**config.mk**
```make
export PLATFORM = sky130hd
export DESIGN_NAME = cmd_response_deserializer
export DESIGN_NICKNAME = d
export VERILOG_FILES = /design/src/rtl/cmd_response_deserializer_pkg.sv /design/src/rtl/sd_crc7.sv /design/src/rtl/cmd_response_deserializer.sv
export SDC_FILE = /design/constraint.sdc
export NUM_CORES = 1
export LEC_CHECK = 0
export ABC_AREA = 0
export CAP_MARGIN = 10
export CORE_MARGIN = 2
export CORE_UTILIZATION = 50
export DETAILED_ROUTE_END_ITERATION = 16
export PLACE_DENSITY = 0.78
export SYNTH_ARGS = -nofsm -noshare
export SYNTH_HDL_FRONTEND = slang
export SYNTH_SLANG_ARGS = --single-unit
```
**constraint.sdc**
```tcl
create_clock -name sd_clock -period 4.1 [get_ports sd_clock]
set_input_delay 0.615 -clock sd_clock [delete_from_list [all_inputs] [get_ports sd_clock]]
set_output_delay 0.615 -clock sd_clock [all_outputs]
set_load 0.01 [all_outputs]
```
**src/rtl/cmd_response_deserializer_pkg.sv**
```systemverilog
// rtl/cmd_response_deserializer_pkg.sv - shared encodings, frame lengths and CRC7 step for the CMD response path
package cmd_response_deserializer_pkg;

    typedef enum logic [3:0] {
        S_IDLE       = 4'b0001,
        S_WAIT_START = 4'b0010,
        S_RECEIVE    = 4'b0100,
        S_DONE       = 4'b1000
    } state_e;

    localparam int SHORT_LEN = 48;
    localparam int LONG_LEN  = 136;
    localparam int FRAME_W   = 128;
    localparam int CNT_W     = 8;

    localparam logic [6:0] CRC7_POLY = 7'h09;

    // Count values are "bits received so far"; the start bit leaves the counter at 1.
    localparam logic [CNT_W-1:0] SHORT_LAST_CNT     = CNT_W'(SHORT_LEN - 1);
    localparam logic [CNT_W-1:0] LONG_LAST_CNT      = CNT_W'(LONG_LEN - 1);
    localparam logic [CNT_W-1:0] SHORT_CRC_LAST_CNT = CNT_W'(SHORT_LEN - 9);
    localparam logic [CNT_W-1:0] LONG_CRC_FIRST_CNT = CNT_W'(LONG_LEN - FRAME_W);
    localparam logic [CNT_W-1:0] LONG_CRC_LAST_CNT  = CNT_W'(LONG_LEN - 9);

    function automatic logic [6:0] crc7_step(input logic [6:0] crc, input logic bit_in);
        logic fb;
        fb = bit_in ^ crc[6];
        return {crc[5:0], 1'b0} ^ (fb ? CRC7_POLY : 7'h00);
    endfunction

endpackage

```
**src/rtl/sd_crc7.sv**
```systemverilog
// rtl/sd_crc7.sv - serial CRC7 (x^7+x^3+1) accumulator, clear has priority over enable
module sd_crc7
    import cmd_response_deserializer_pkg::*;
(
    input  logic       clk,
    input  logic       rst_n,
    input  logic       clear,
    input  logic       enable,
    input  logic       data_in,
    output logic [6:0] crc
);

    logic [6:0] crc_q;
    logic [6:0] crc_d;

    always_comb begin
        crc_d = crc_q;
        if (clear) begin
            crc_d = 7'h00;
        end else if (enable) begin
            crc_d = crc7_step(crc_q, data_in);
        end
    end

    always_ff @(posedge clk or negedge rst_n) begin
        if (!rst_n) begin
            crc_q <= 7'h00;
        end else begin
            crc_q <= crc_d;
        end
    end

    assign crc = crc_q;

endmodule

```
**src/rtl/cmd_response_deserializer.sv**
```systemverilog
// rtl/cmd_response_deserializer.sv - captures 48/136-bit SD CMD responses, checks CRC7 and framing
module cmd_response_deserializer
    import cmd_response_deserializer_pkg::*;
(
    input  logic               sd_clock,
    input  logic               reset,
    input  logic               reset_wrapper,
    input  logic               enable_stp_wrapper,
    input  logic               long_response,
    input  logic               cmd_in,
    output logic [FRAME_W-1:0] pad_response,
    output logic               reception_complete,
    output logic               crc_error,
    output logic               framing_error
);

    state_e             state_q, state_d;
    logic [CNT_W-1:0]   count_q, count_d;
    logic [FRAME_W-1:0] frame_q, frame_d;
    logic               long_q, long_d;
    logic               tx_err_q, tx_err_d;
    logic               done_q, done_d;
    logic               crc_err_q, crc_err_d;
    logic               frm_err_q, frm_err_d;

    logic               go_idle;
    logic [CNT_W-1:0]   last_cnt;
    logic               crc_in_range;
    logic               crc_enable;
    logic               crc_clear;
    logic [6:0]         crc_val;

    // Long frames skip the 8 header bits; short frames include the start bit, which is a no-op on a zero CRC.
    always_comb begin
        crc_in_range = 1'b0;
        if (long_q) begin
            crc_in_range = (count_q >= LONG_CRC_FIRST_CNT) && (count_q <= LONG_CRC_LAST_CNT);
        end else begin
            crc_in_range = (count_q <= SHORT_CRC_LAST_CNT);
        end
    end

    assign crc_enable = (state_q == S_RECEIVE) && enable_stp_wrapper && crc_in_range;
    assign crc_clear  = reset_wrapper || (state_q != S_RECEIVE);

    sd_crc7 u_crc7 (
        .clk     (sd_clock),
        .rst_n   (reset),
        .clear   (crc_clear),
        .enable  (crc_enable),
        .data_in (cmd_in),
        .crc     (crc_val)
    );

    always_comb begin
        state_d   = state_q;
        count_d   = count_q;
        frame_d   = frame_q;
        long_d    = long_q;
        tx_err_d  = tx_err_q;
        done_d    = done_q;
        crc_err_d = crc_err_q;
        frm_err_d = frm_err_q;
        go_idle   = 1'b0;
        last_cnt  = long_q ? LONG_LAST_CNT : SHORT_LAST_CNT;

        if (reset_wrapper) begin
            go_idle = 1'b1;
        end else begin
            case (state_q)
                S_IDLE: begin
                    if (enable_stp_wrapper) begin
                        state_d = S_WAIT_START;
                    end
                end
                S_WAIT_START: begin
                    if (!enable_stp_wrapper) begin
                        go_idle = 1'b1;
                    end else if (!cmd_in) begin
                        state_d  = S_RECEIVE;
                        count_d  = CNT_W'(1);
                        long_d   = long_response;
                        frame_d  = '0;
                        tx_err_d = 1'b0;
                    end
                end
                S_RECEIVE: begin
                    if (!enable_stp_wrapper) begin
                        go_idle = 1'b1;
                    end else begin
                        frame_d = {frame_q[FRAME_W-2:0], cmd_in};
                        count_d = count_q + CNT_W'(1);
                        if (count_q == CNT_W'(1)) begin
                            tx_err_d = cmd_in;
                        end
                        // frame_q[6:0] already holds the received CRC; cmd_in is the end bit.
                        if (count_q == last_cnt) begin
                            state_d   = S_DONE;
                            done_d    = 1'b1;
                            crc_err_d = (crc_val != frame_q[6:0]);
                            frm_err_d = tx_err_q | ~cmd_in;
                        end
                    end
                end
                S_DONE: begin
                    if (!enable_stp_wrapper) begin
                        go_idle = 1'b1;
                    end
                end
                default: begin
                    go_idle = 1'b1;
                end
            endcase
        end

        if (go_idle) begin
            state_d   = S_IDLE;
            count_d   = '0;
            frame_d   = '0;
            long_d    = 1'b0;
            tx_err_d  = 1'b0;
            done_d    = 1'b0;
            crc_err_d = 1'b0;
            frm_err_d = 1'b0;
        end
    end

    always_ff @(posedge sd_clock or negedge reset) begin
        if (!reset) begin
            state_q   <= S_IDLE;
            count_q   <= '0;
            frame_q   <= '0;
            long_q    <= 1'b0;
            tx_err_q  <= 1'b0;
            done_q    <= 1'b0;
            crc_err_q <= 1'b0;
            frm_err_q <= 1'b0;
        end else begin
            state_q   <= state_d;
            count_q   <= count_d;
            frame_q   <= frame_d;
            long_q    <= long_d;
            tx_err_q  <= tx_err_d;
            done_q    <= done_d;
            crc_err_q <= crc_err_d;
            frm_err_q <= frm_err_d;
        end
    end

    // Partial frames stay internal; the control block only sees a completed capture.
    assign pad_response       = (state_q == S_DONE) ? frame_q : '0;
    assign reception_complete = done_q;
    assign crc_error          = crc_err_q;
    assign framing_error      = frm_err_q;

endmodule

```
# ---- Word-level counts from Yosys, hierarchy flattened
# Index checks and enable logic that the tools add are counted.
dict set report totals {
  register_bits 152
  inputBits 6
  out_inout_bits 131
  wordCells 106
}
dict set report op_classes {
  addsub 1
  magnitude_cmp 3
  eq_ne 16
  mux 56
  bitwise_logic 4
  n_reduce_logical 17
}
# operator n
set op_table {}
lappend op_table {{$mux W128} 6}
lappend op_table {{$pmux W128 S2} 1}
lappend op_table {{$mux W8} 6}
lappend op_table {{$mux W4} 8}
lappend op_table {{$mux W1} 29}
lappend op_table {{$pmux W8 S2} 1}
lappend op_table {{$mux W7} 2}
lappend op_table {{$ne A3 B3 Y1 const B} 4}
lappend op_table {{$pmux W4 S3} 1}
lappend op_table {{$reduce_bool A2 Y1} 5}
lappend op_table {{$add A8 B1 Y8 const B} 1}
lappend op_table {{$eq A8 B1 Y1 const B} 1}
lappend op_table {{$eq A8 B8 Y1} 1}
lappend op_table {{$ge A8 B4 Y1 const B} 1}
lappend op_table {{$le A8 B6 Y1 const B} 1}
lappend op_table {{$le A8 B7 Y1 const B} 1}
lappend op_table {{$reduce_and A4 Y1} 2}
lappend op_table {{$ne A7 B7 Y1} 1}
lappend op_table {{$reduce_and A7 Y1} 1}
lappend op_table {{$xor A7 B7 Y7} 1}
lappend op_table {{$ne A3 B2 Y1 const B} 2}
lappend op_table {{$reduce_and A6 Y1} 1}
lappend op_table {{$reduce_and A5 Y1} 1}
lappend op_table {{$eq A4 B1 Y1 const B} 1}
lappend op_table {{other kinds (14)} 18}

# ---- Logic depth before layout (Yosys ltp)
# Gate-level depths: netlist (run 1).
dict set report logic_depth {
  word_depth 7
  ltp_mapped 8
  ltp_nobuf 5
}

# ---- By module
# A second synthesis (run 1) with hierarchy kept.
dict set report hier_totals {
  hier_cells 588
  area_unflattened_um2 6865.3
}
# mod instances cells_each area_per_inst_um2 seq_area_each_um2
set by_module_without_submodules {}
lappend by_module_without_submodules {cmd_response_deserializer 1 560 6557.5 3629.7}
lappend by_module_without_submodules {sd_crc7 1 28 307.8 175.2}

# ---- Least setup slack after synthesis (run 1)
# Ideal clock, no wire load.
dict set report synth_timing {
  path_type {register to output}
  from {register state_q[0]}
  to {output port pad_response[100]}
  arrival_time_ns 1.515
  slack_ns 1.970
  path_stages_with_launch 6
  n_path_buf 3
  path_cell_list {dfstp_2 -> buf_2 -> nor4b_1 -> clkbuf_1 -> clkbuf_1 -> and2_1}
}
dict set report synth_via {
  elab_chain_len 2
}
# element line
set synth_rtl {}
lappend synth_rtl {{from (decl)} cmd_response_deserializer.sv:17} ;# state_e state_q, state_d;
lappend synth_rtl {{from (signal assigned)} cmd_response_deserializer.sv:139} ;# state_q <= state_d;
lappend synth_rtl {{$eq A4 B4 Y1} cmd_response_deserializer.sv:151} ;# assign pad_response = (state_q == S_DONE) ? frame_q : '0;
lappend synth_rtl {{$mux W128} cmd_response_deserializer.sv:151}
lappend synth_rtl {{to (decl)} cmd_response_deserializer.sv:11} ;# output logic [FRAME_W-1:0] pad_response,
# No other way between the ends.

# ---- Worst setup path in the final report (run 1)
dict set report layout_timing {
  from {register state_q[3]}
  to {output port pad_response[16]}
}
# The elaborated chain is that of the path after synthesis.

==> metrics.md, run 1 <==
| Metric | Value |
|---|---|
| GP Congestion | ~0.86 |
| End of the worst register-to-register path | frame_q[64] |
| Tcrit/Tclk final | 78.9% |
| Hold WC Path Type | in2async |
| # fillers | 1009 |
| Fin nets | 691 |
| Syn nets | between 500 and 600 |
| Tmin final | between 3 and 4 ns |
| PortBufs | around 140 |
| Post-synthesis xor/xnor area fraction | 1.68% |
| WP data required | 3.48 ns |
| Worst hold margin | 0.327 ns |
| Ys flop type | dfrtp_1 |
| Worst setup margin | 0.866 ns |
| Sequential-to-total area share from yosys stat | 56.1% |
| CP arrival | 2.62 ns |
| CTS clk-pin slew, worst paths | 0.05 ns |
| # DRC | 0 |
| Post-synth EDFFs | 0 |
| Std cell rows | 42 |
| Htree depth | 4 |
| RR Startpoint | state_q[3] |
| Avg Inst Size Synth | 11.9 um2 |
| Resized Gates After CTS | 0 |
| Total of max-cap violations | 0 |
| Clock Tree Buf Depth | 2 |
| Outcome | finished, final reports clean |
| Clock latency on the worst-skew pair | approximately 0.41 ns |
| 1st-iter DRT viols | roughly 470 |
| Area Overhead vs Synth | 28.4% |
| Post-synthesis mux area share | less than 1% |
| Vias | around 4900 |
| First-pass GRT wire length | 23.9 mm |
| DRT Wirelength | around 15 mm |
| Crit start category | register |
| Final hold violation count | 0 |
| Asr flop ratio synth | 100% |
| Critical path capture point | pad_response[16] |
| DRT antenna net count | 0 |
| Setup violators final | 0 |
| Hold_buf cts | 0 |
| Most frequent cells in the layout | dfrtp_1 (151), a22o_1 (137), clkdlybuf4s50_1 (135) |
| Post-layout util | 65.8% |
| Syn Inst Count | 568 |
| Multi-input logic area | 2700 um2 |
| Post-synthesis cell type count | 45 |
| First drt pass iteration count | 4 |
| Peak VDD IR | around 0.30 mV |
| Commonest non-fill, non-tap cell in the layout | dfrtp_1 |
| Post-Route Setup TNS | 0 ns |
| Largest net degree at the start of global routing | between 100 and 150 |
| Vias per inst | 5.63 |
| GRT overflow | 0 |
| Number of global-route vias before repair | 4715 |
| Synth Area in Simple Gates | 16.5% |
| CTS tree | done |
| Fmax | 309 MHz |
| CTS Sinks | 152 |
| Cell Count, Final, Fillers Out | 869 |
| Area after DPL | 8180 um2 |
| Placed cells | 839 |
| Root Driver | clkbuf_16 |
| FF/Latch Area | 3800 um2 |
| Post-synthesis adder-cell area fraction | 0.553% |
| Fin. max-slew vios | 0 |
| Yosys warns | 0 |
| Pwr dens | approximately 380 nW/um2 |
| Die area | 14500 um2 |
| Initial antenna violation count | 0 |
| CORE AREA | 13200 um2 |
| CP Max Fanout | 66 |
| N_diodes | 0 |
| Num CTS Buffers | 17 |
| CP endpoint kind | output pin |
| Chip width | between 100 and 150 um |
| Share of cells above drive strength 1 | 6.06% |
| Post-CTS Setup Repair Bufs | 0 |
| Die Span Y | around 120 um |
| Crit Path Category | reg2out |
| Critical path launch point | state_q[3] |
| Worst-Margin Slew | 0.952 ns |
| Largest family of logic cells by synthesized area | compound AO/OA/AOI/OAI gates |
| Mapped cell area | 6780 um2 |
| Initial Util | 51.2% |
| Worst Reg-to-Reg Cells | 5 |
| Synth Area in Compound Gates | 20.6% |
| Reg2Reg Setup Slack | 1.52 ns |
| Tot Pwr | between 3 and 4 mW |
| GR Util All Layers | around a fifth |
| Unrepaired setup endpoints after global routing | no |
| Design Area, Final | 8710 um2 |
| Slew headroom | 36.5% |
| WL per Instance | 16.7 um |
| Pre-CTS setup slack | 1.14 ns |
| Register bit total from synthesis | 152 |
| Final worst clock skew | 0.00598 ns |
| Static Leak | 3.94 nW |
| Ports | 137 |
| Post-detail-place hpwl | 9.13 mm |
==> layer usage <==
layer / wire, um / vias to the layer above / global-route usage [%] / share of wire [%]
met3: 608 / 16 / 4.62 / 4.2
met5: 0 / - / 0 / 0
met2: 7010 / 134 / 31.4 / 48
met1: 6690 / 2463 / 29.3 / 46
li1: - / 2279 / - / -
met4: 212 / 0 / 7.63 / 1.5
==> cells in the mapped netlist, drive strengths merged (3+ instances only) <==
master	n	share of area, %
inv	4	0.22
nor4bb	3	0.44
o21ai	8	0.59
a22o	137	18
nand2	5	0.28
buf	34	3.4
nor3	6	0.44
xnor2	3	0.39
a21oi	4	0.30
ha	3	0.55
and3	3	0.28
nand3	5	0.37
and2	129	12
a311oi	3	0.48
nor4b	3	0.39
nor2	15	0.83
clkbuf	14	0.77
dfrtp	151	56
xor2	10	1.3
==> critical path, cell delays in order (launching register included) <==
cell             delay (ns)
dfrtp_1                0.53
nor4b_2                0.37
buf_4                  0.48
and2_1                 0.25
clkdlybuf4s50_1        0.56
==> sequential cells by signal, indices dropped and copies added, names as in the netlist <==
name and flops:
count_q 8, tx_err_q 1, reception_complete 1, long_q 1, frame_q 128, framing_error 1
state_q 4, crc_error 1, u_crc7.crc 7
==> kinds of logic (layout without fill, tap and decap cells) <==
| family | Yosys count | after routing |
|---|---|---|
| compound gates | 164 | 164 |
| fa+ha+maj | 3 | 3 |
| xor+xnor | 13 | 13 |
| mux | 1 | 1 |
| flops | 152 | 152 |
| buf+inv | 52 | 177 |
| simple gates | 183 | 183 |
==> area by class of cell <==
type                            instances  area share [%]
Tap cell                              176            2.53
Clock inverter                          3           0.172
Timing Repair Buffer                  143            16.5
Sequential cell                       152            43.7
Inverter                                4           0.172
Clock buffer                           27            5.89
Multi-Input combinational cell        364            31.0
==> worst min path at each step <==
stage,from,cells after the start,end,slack [ns]
global route,reset,1,reception_complete,0.41
detailed placement,reception_complete,2,reception_complete,0.49
CTS,reset,1,reception_complete,0.36
floorplan,reset,0,count_q[0],0.32
global placement,frame_q[127],1,frame_q[127],0.49
finish,reset,1,reception_complete,0.33
==> report_power, final <==
| part | switching, mW | internal, mW |
|---|---|---|
| clock network | 0.555 | 0.845 |
| registers | 0.0367 | 1.52 |
| logic | 0.291 | 0.0764 |
| total | 0.883 | 2.44 |
Note: power is estimated with default switching activity, not from simulation.
==> inputs of run 2 (changes only) <==
==> constraint.sdc (replaced) <==
create_clock -name sd_clock -period 3.1 [get_ports sd_clock]
set_input_delay 0.465 -clock sd_clock [delete_from_list [all_inputs] [get_ports sd_clock]]
set_output_delay 0.465 -clock sd_clock [all_outputs]
set_load 0.01 [all_outputs]
==> run 2 against run 1 <==
Against the previous run: combinational power grew 43%; cell count rose by 0.35%; utilization rose by 1.7 points; final area increased by 2.6%; sequential power grew 33%; total power grew 47%; register-to-register slack worse by 0.71 ns; critical endpoint is now pad_response[57].
==> metrics.md, run 2 (synthesis gave the netlist of run 1 again) <==
| Metric | Value |
|---|---|
| Fin nets | 693 |
| Met1 WL | between 6 and 7 mm |
| 1st-iter DRT viols | 421 |
| CP arrival | around 2.4 ns |
| Chip width | approximately 120 um |
| Share of cells above drive strength 1 | 6.90% |
| CORE AREA | 13200 um2 |
| First drt pass iteration count | 5 |
| Fmax | between 300 and 400 MHz |
| Most frequent cells in the layout | dfrtp_1 (151), a22o_1 (137), clkdlybuf4s50_1 (135) |
| Pre-CTS setup slack | 0.559 ns |
| Static Leak | 4.03 nW |
| Crit Path Category | reg2out |
| Post-Route Setup TNS | 0 ns |
| Total of max-cap violations | 0 |
| CTS clk-pin slew, worst paths | 0.06 ns |
| Htree depth | 4 |
| Die Span Y | 120 um |
| Tcrit/Tclk final | 92.6% |
| WL per Instance | 16.7 um |
| # DRC | 0 |
| Max incr delay on CP | around 0.55 ns |
| Uppermost layer routed | met4 |
| Largest net degree at the start of global routing | 72 |
| Slew headroom | 56.2% |
| Tot Pwr | 4.87 mW |
| Commonest non-fill, non-tap cell in the layout | dfrtp_1 |
| Peak VDD IR | 0.378 mV |
| Clock latency on the worst-skew pair | 0.41 ns |
| N_diodes | 0 |
| Initial antenna violation count | 0 |
| Largest register by flop count | frame_q |
| Ports | 137 |
| DR WL met2 | 6.96 mm |
| Tmin final | 2.87 ns |
| Worst-Margin Slew | 0.657 ns |
| CP Max Fanout | 66 |
| DRT Wirelength | 14.5 mm |
| Vias per inst | approximately 5.6 |
| Final hold violation count | 0 |
| Hold WC Path Type | in2async |
| Largest register FFs | 128 |
| CP endpoint kind | output pin |
| CP top delay family | buffers and inverters |
| DRT antenna net count | 0 |
| GR Util All Layers | 20.7% |
| Clock Tree Buf Depth | 2 |
| CTS tree | done |
| Post-detail-place hpwl | 9.42 mm |
| Area Overhead vs Synth | 31.6% |
| Unrepaired setup endpoints after global routing | no |
| WP data required | 2.63 ns |
| Worst setup margin | roughly 0.23 ns |
| Outcome | finished, final reports clean |
| Std cell rows | 42 |
| Final worst clock skew | 0.00690 ns |
| Pwr dens | 545 nW/um2 |
| Crit-path cells | nor4b_4, buf_12, and2_1, clkdlybuf4s50_1 |
| Num CTS Buffers | 17 |
| Routed length on met3 | 629 um |
| GP Congestion | 0.861 |
| Crit start category | register |
| PortBufs | 136 |
| Root Driver | clkbuf_16 |
| Die area | 14500 um2 |
| First-pass GRT wire length | 24.0 mm |
| Number of global-route vias before repair | 4719 |
| Slowest-stage cell, CP | dfrtp_1 |
| CTS Sinks | about 150 |
| Fin. max-slew vios | 0 |
| Setup violators final | 0 |
| Vias | 4890 |
| GRT overflow | 0 |
| Initial Util | a little over 50% |
| Buf/Inv on CP | 2 |
## run 2: worst register-to-register path, delay by kind of cell (launching register included)
family | cells | cell delay [ns]
compound gates | 3 | 0.82
simple gates | 1 | 0.61
flops | 1 | 0.50
buf+inv | 1 | 0.30
## run 2: cell type report
cell class                      count  area, um2
Fill cell                         994       4310
Tap cell                          176        220
Multi-Input combinational cell    364       2710
Sequential cell                   152       3800
Clock inverter                      7        163
Timing Repair Buffer              145       1520
Inverter                            4       15.0
Clock buffer                       24        502
## run 2: path summary, 6_finish.rpt
check | start | end | slack, ns | cells after the start
min in group sd_clock | frame_q[127] | frame_q[127] | 0.50 | 1
setup / recovery | state_q[3] | pad_response[57] | 0.23 | 4
max in group asynchronous | reset | frame_q[62] | 2.17 | 2
setup reg to reg | state_q[3] | frame_q[66] | 0.81 | 5
hold reg to reg | frame_q[127] | frame_q[127] | 0.50 | 1
hold / removal | reset | state_q[1] | 0.05 | 1
## run 2: power by group
group,switching (mW),leakage (nW),internal [mW]
Sequential,0.0539,2.12,2.01
Clock,0.752,0.323,1.53
Combinational,0.392,1.59,0.136
## run 2: through the flow
step / hold slack [ns] / std cells / cell area, um2 / util, %
after global routing: 0.0948 / 872 / 8930 / 67.4
after CTS: 0.0689 / 872 / 8920 / 67.4
after global placement: 0.486 / 841 / 8260 / 62.4
after floorplan: 0.169 / 568 / 6780 / -
after detailed placement: 0.489 / 841 / 8260 / 62.4
final: 0.0519 / 872 / 8930 / 67.4
## run 2: what timing repair did
| item | CTS | global route |
|---|---|---|
| hold buffers | 0 | 0 |
| gates resized for setup | 0 | 1 |
| setup endpoints to repair | 0 | 52 |
| setup buffers | 0 | 0 |
## run 2: routing by layer
metal / track usage, % / up-vias
met1: 29.2 / 2462
met2: 31.5 / 132
li1: - / 2280
met5: 0 / -
met3: 4.91 / 16
met4: 7.63 / 0
